<file path="src/rtl/grid_diffusion_stepper.sv">
// 4x4 explicit heat-diffusion stepper: loads a grid, runs N Jacobi iterations one cell per clock.
// Define GRID_PERIODIC_BOUNDARY_EN for toroidal neighbours; default is a zero (Dirichlet) border.
module grid_diffusion_stepper #(
  parameter int unsigned ALPHA_SHIFT = 3,
  parameter int unsigned STEP_W      = 8
) (
  input  logic              clk,
  input  logic              rst_n,
  input  logic [7:0]        IN11, IN12, IN13, IN14,
  input  logic [7:0]        IN21, IN22, IN23, IN24,
  input  logic [7:0]        IN31, IN32, IN33, IN34,
  input  logic [7:0]        IN41, IN42, IN43, IN44,
  input  logic              load,
  input  logic              start,
  input  logic [STEP_W-1:0] n_steps,
  output logic              busy,
  output logic              done,
  input  logic [3:0]        rd_addr,
  output logic [7:0]        rd_data
);

  localparam int unsigned CELLS  = 16;
  localparam int unsigned CELL_W = 8;

  typedef enum logic [1:0] {IDLE, CALC, COMMIT} state_t;

  state_t              state, state_d;
  logic                done_d;
  logic [3:0]          idx;
  logic [STEP_W-1:0]   steps_left;
  logic [CELL_W-1:0]   grid      [CELLS];
  logic [CELL_W-1:0]   shadow    [CELLS];
  logic [CELL_W-1:0]   in_cells  [CELLS];

  logic [1:0]          row, col;
  logic [CELL_W-1:0]   cell_o, nb_n, nb_s, nb_e, nb_w, new_cell;
  logic [9:0]          sum_c;
  logic signed [10:0]  diff, quot;
  logic [11:0]         upd;

  assign in_cells = '{IN11, IN12, IN13, IN14, IN21, IN22, IN23, IN24,
                      IN31, IN32, IN33, IN34, IN41, IN42, IN43, IN44};

  assign row     = idx[3:2];
  assign col     = idx[1:0];
  assign cell_o  = grid[idx];
  assign rd_data = grid[rd_addr];

  // Neighbour fetch from the committed grid; 2-bit index arithmetic wraps naturally
  always_comb begin
    nb_n = '0;
    nb_s = '0;
    nb_e = '0;
    nb_w = '0;
`ifdef GRID_PERIODIC_BOUNDARY_EN
    nb_n = grid[{row - 2'd1, col}];
    nb_s = grid[{row + 2'd1, col}];
    nb_e = grid[{row, col + 2'd1}];
    nb_w = grid[{row, col - 2'd1}];
`else
    if (row != 2'd0) nb_n = grid[{row - 2'd1, col}];
    if (row != 2'd3) nb_s = grid[{row + 2'd1, col}];
    if (col != 2'd3) nb_e = grid[{row, col + 2'd1}];
    if (col != 2'd0) nb_w = grid[{row, col - 2'd1}];
`endif
  end

  // Laplacian update with flooring shift and saturation to 0..255
  always_comb begin
    sum_c    = 10'(nb_n) + 10'(nb_s) + 10'(nb_e) + 10'(nb_w);
    diff     = $signed({1'b0, sum_c}) - $signed({1'b0, cell_o, 2'b00});
    quot     = diff >>> ALPHA_SHIFT;
    upd      = {quot[10], quot} + {4'b0000, cell_o};
    new_cell = upd[7:0];
    if (upd[11])         new_cell = '0;
    else if (|upd[10:8]) new_cell = '1;
  end

  always_comb begin
    state_d = state;
    done_d  = 1'b0;
    case (state)
      IDLE: begin
        if (!load && start) begin
          if (n_steps == '0) done_d  = 1'b1;
          else               state_d = CALC;
        end
      end
      CALC: begin
        if (idx == 4'd15) state_d = COMMIT;
      end
      COMMIT: begin
        if (steps_left == STEP_W'(1)) begin
          state_d = IDLE;
          done_d  = 1'b1;
        end else begin
          state_d = CALC;
        end
      end
      default: state_d = IDLE;
    endcase
  end

  always_ff @(posedge clk or negedge rst_n) begin
    if (!rst_n) begin
      state      <= IDLE;
      busy       <= 1'b0;
      done       <= 1'b0;
      idx        <= '0;
      steps_left <= '0;
      for (int i = 0; i < CELLS; i++) begin
        grid[i]   <= '0;
        shadow[i] <= '0;
      end
    end else begin
      state <= state_d;
      busy  <= (state_d != IDLE);
      done  <= done_d;
      case (state)
        IDLE: begin
          if (load) begin
            for (int i = 0; i < CELLS; i++) grid[i] <= in_cells[i];
          end else if (start && (n_steps != '0)) begin
            steps_left <= n_steps;
            idx        <= '0;
          end
        end
        CALC: begin
          shadow[idx] <= new_cell;
          idx         <= idx + 4'd1;
        end
        COMMIT: begin
          for (int i = 0; i < CELLS; i++) grid[i] <= shadow[i];
          steps_left <= steps_left - STEP_W'(1);
          idx        <= '0;
        end
        default: ;
      endcase
    end
  end

endmodule

</file>
<file path="config.mk">
export PLATFORM = sky130hd
export DESIGN_NAME = grid_diffusion_stepper
export DESIGN_NICKNAME = d
export VERILOG_FILES = /design/src/rtl/grid_diffusion_stepper.sv
export SDC_FILE = /design/constraint.sdc
export NUM_CORES = 1
export LEC_CHECK = 0
export CORE_MARGIN = 4
export CORE_UTILIZATION = 30
export DETAILED_ROUTE_END_ITERATION = 6
export RECOVER_POWER = 100
export SLEW_MARGIN = 15
export SYNTH_ARGS = -nofsm -noshare
export SYNTH_HDL_FRONTEND = slang
export SYNTH_SLANG_ARGS = --single-unit
</file>
<file path="constraint.sdc">
create_clock -name clk -period 9.5 [get_ports clk]
set_input_delay 2.375 -clock clk [delete_from_list [all_inputs] [get_ports clk]]
set_output_delay 2.375 -clock clk [all_outputs]
set_load 0.05 [all_outputs]
</file>
==> results_dict.tcl <==
set metrics [dict create \
    status "finished, violations left" \
    violations "max-capacitance violations, max-slew violations" \
    slew_headroom_pct -233 \
    synthesis.instances 1576 \
    min_path_type "flop to flop" \
    dieArea_um2 62500 \
    num_antenna_cells 0 \
    hpwlAfterDp_um 43200 \
    initial_core_util_pct 30.4 \
    post-route-util_pct 35.9 \
    cts_resized 0 \
    grt_max_degree 257 \
    tritoncts "built" \
    finalHoldViolations 0 \
    clock_sinks 272 \
    drt-total-wl_um 59300 \
    boundaryPins 154 \
    worst_slew_pin_slew_ps 5000 \
    port_buffers 153 \
    cts_setup_buffers 0 \
    grt_pass1_wl_um 88500 \
    seq_area_frac_synth_pct 38.7 \
    cp.required_ps 7130 \
    drtPass1Iterations 5 \
    num_vias 13700 \
    critPathKind "input port to output pin" \
    r2r_start "idx[0]" \
    placeableCoreArea_um2 57800 \
    ctsRootBufferMaster "clkbuf_16" \
    worstPathCellList "clkdlybuf4s50_1 -> clkbuf_1 -> mux4_2 -> mux4_2 -> dlygate4sd3_1" \
    whs_ps 475 \
    syn_avg_cell_area_um2 11.1 \
    cts.clk_slew.worst_paths_ps 60 \
    final_cell_mix "271 x dfrtp_1, 171 x mux4_2, 161 x nand2_1" \
    antenna_found_initial 1 \
    yosysWarnings 0 \
    rr_endpoint "shadow[70]" \
    crit_path_start_kind "input port" \
    synth_edf_count 0 \
    setup_violations 0 \
    worstPathArrival_ps 6420 \
    min_path_cells 2 \
    cp_slowest_stage_delay_ps 1640 \
    crit_end "rd_data[0]" \
    die_height_um 250 \
    drt_first_iter_violations 1318 \
    gr-total-overflow 0 \
    htree_levels 1 \
    cts_made_buffers 31 \
    row_count 88 \
    clockBufferDepth 3 \
    final_common_cell "dfrtp_1" \
    drc 0 \
    clk_latency_ps 580 \
    place.gp.congestion 0.900 \
    wl_per_cell_um 24.4 \
    cp-startpoint "rd_addr[1]" \
    min_period_over_period_pct 92.6 \
    rrSetupSlack_ps 930 \
    end_kind "output pin" \
    synth.ff_latch_count 272 \
    synth_ff_type "dfrtp_1" \
    skew_ps 17.1 \
    track_usage_pct 18.5 \
    grt_pass1_vias 13600 \
    post-route-min-period_ps 8800 \
    ys_async_sr_fraction_pct 100 \
    drv_cap 3 \
    layout.nets 1844 \
    via_per_inst 5.61 \
    syn-cell-area_um2 17600 \
    drive_above_1_share_pct 16.1 \
    drtAntennaViolNets 0 \
    cpMostUsedCell "mux4_2" \
    rsz0062_at_grt "false" \
    holdBufCountCts 0 \
    synthToLayoutAreaGrowth_pct 18.0 \
    maxSlewViolCount 379 \
    fin_setup_tns_ps 0 \
    mappedNetlistNets 1773 \
    rr_worst_depth 24 \
    die_w_um 250 \
    path_max_fanout 32 \
    critPathSlowestCell "clkbuf_1" \
    synth_cell_types 62 \
    fmax_mhz 114 \
]
==> through the flow <==
step	area (µm²)	worst slack [ps]	cells
6_report	20700	701	2436
4_1_cts	20800	1120	2436
5_1_grt	20700	273	2436
2_1_floorplan	17600	1450	1576
3_5_place_dp	19700	1080	2379
3_3_place_gp	19700	1360	2379
==> worst min-delay path by stage <==
| stage | to | start |
|---|---|---|
| floorplan | shadow[39] | shadow[39] |
| global placement | shadow[103] | shadow[103] |
| detailed placement | shadow[71] | shadow[71] |
| CTS | shadow[71] | shadow[71] |
| global route | shadow[87] | shadow[87] |
| finish | shadow[79] | shadow[79] |
==> sequential cells by signal, summed over array words and instances, names as in the netlist <==
register,cells
idx,4
state,2
done,1
grid,128
steps_left,8
shadow,128
busy,1
==> critical path: cells and delay by family <==
kind | cells | cell delay (ps)
muxes | 2 | 1100
buffers and inverters | 3 | 2890
==> final cells by class <==
type / instances / area, µm²
multi-input combinational: 1123 / 10000
tap: 765 / 957
inverter: 38 / 143
clock inverter: 14 / 193
timing repair buffer: 181 / 1740
sequential: 272 / 6810
clock buffer: 43 / 881
fill: 5717 / 37100
==> routing by layer <==
metal / global-route usage (%) / share of wire, % / vias to the layer above
li1: - / - / 6015
met1: 24.6 / 40 / 6906
met2: 30.0 / 48 / 633
met3: 4.05 / 8.1 / 111
met4: 6.64 / 4.1 / 0
met5: 0 / 0 / -
==> logic make-up after synthesis <==
family          count (synthesis)  share of synthesized area [%]
mux                           308                           29.7
fa+ha+maj                      53                           4.67
buf+inv                       181                           4.39
compound gates                347                           11.7
xor+xnor                       13                          0.648
simple gates                  402                           10.1
flops                         272                           38.7
==> cells in the mapped netlist, types with 3 or more instances <==
| cell type | instances | area, µm² |
|---|---|---|
| a211oi_1 | 5 | 37.5 |
| a21oi_1 | 39 | 195 |
| a31oi_1 | 114 | 713 |
| and3_1 | 17 | 106 |
| buf_1 | 46 | 173 |
| buf_2 | 9 | 45.0 |
| clkbuf_1 | 78 | 293 |
| clkbuf_8 | 3 | 41.3 |
| dfrtp_1 | 272 | 6810 |
| fa_1 | 21 | 420 |
| ha_1 | 32 | 400 |
| inv_1 | 36 | 135 |
| mux2i_1 | 136 | 1360 |
| mux4_2 | 171 | 3850 |
| nand2_1 | 161 | 604 |
| nand2b_1 | 12 | 75.1 |
| nand3_1 | 29 | 145 |
| nor2_1 | 133 | 499 |
| nor2b_1 | 26 | 163 |
| nor3_1 | 4 | 20.0 |
| nor4_1 | 4 | 25.0 |
| o21ai_0 | 140 | 701 |
| o21ai_1 | 7 | 35.0 |
| o21bai_1 | 4 | 30.0 |
| o31ai_1 | 16 | 120 |
| or2_2 | 4 | 25.0 |
| xnor2_1 | 8 | 70.1 |
| xor2_1 | 5 | 43.8 |
Power is not shown: default switching activity piles up to over one toggle a cycle in this logic, so the estimate is an artifact.
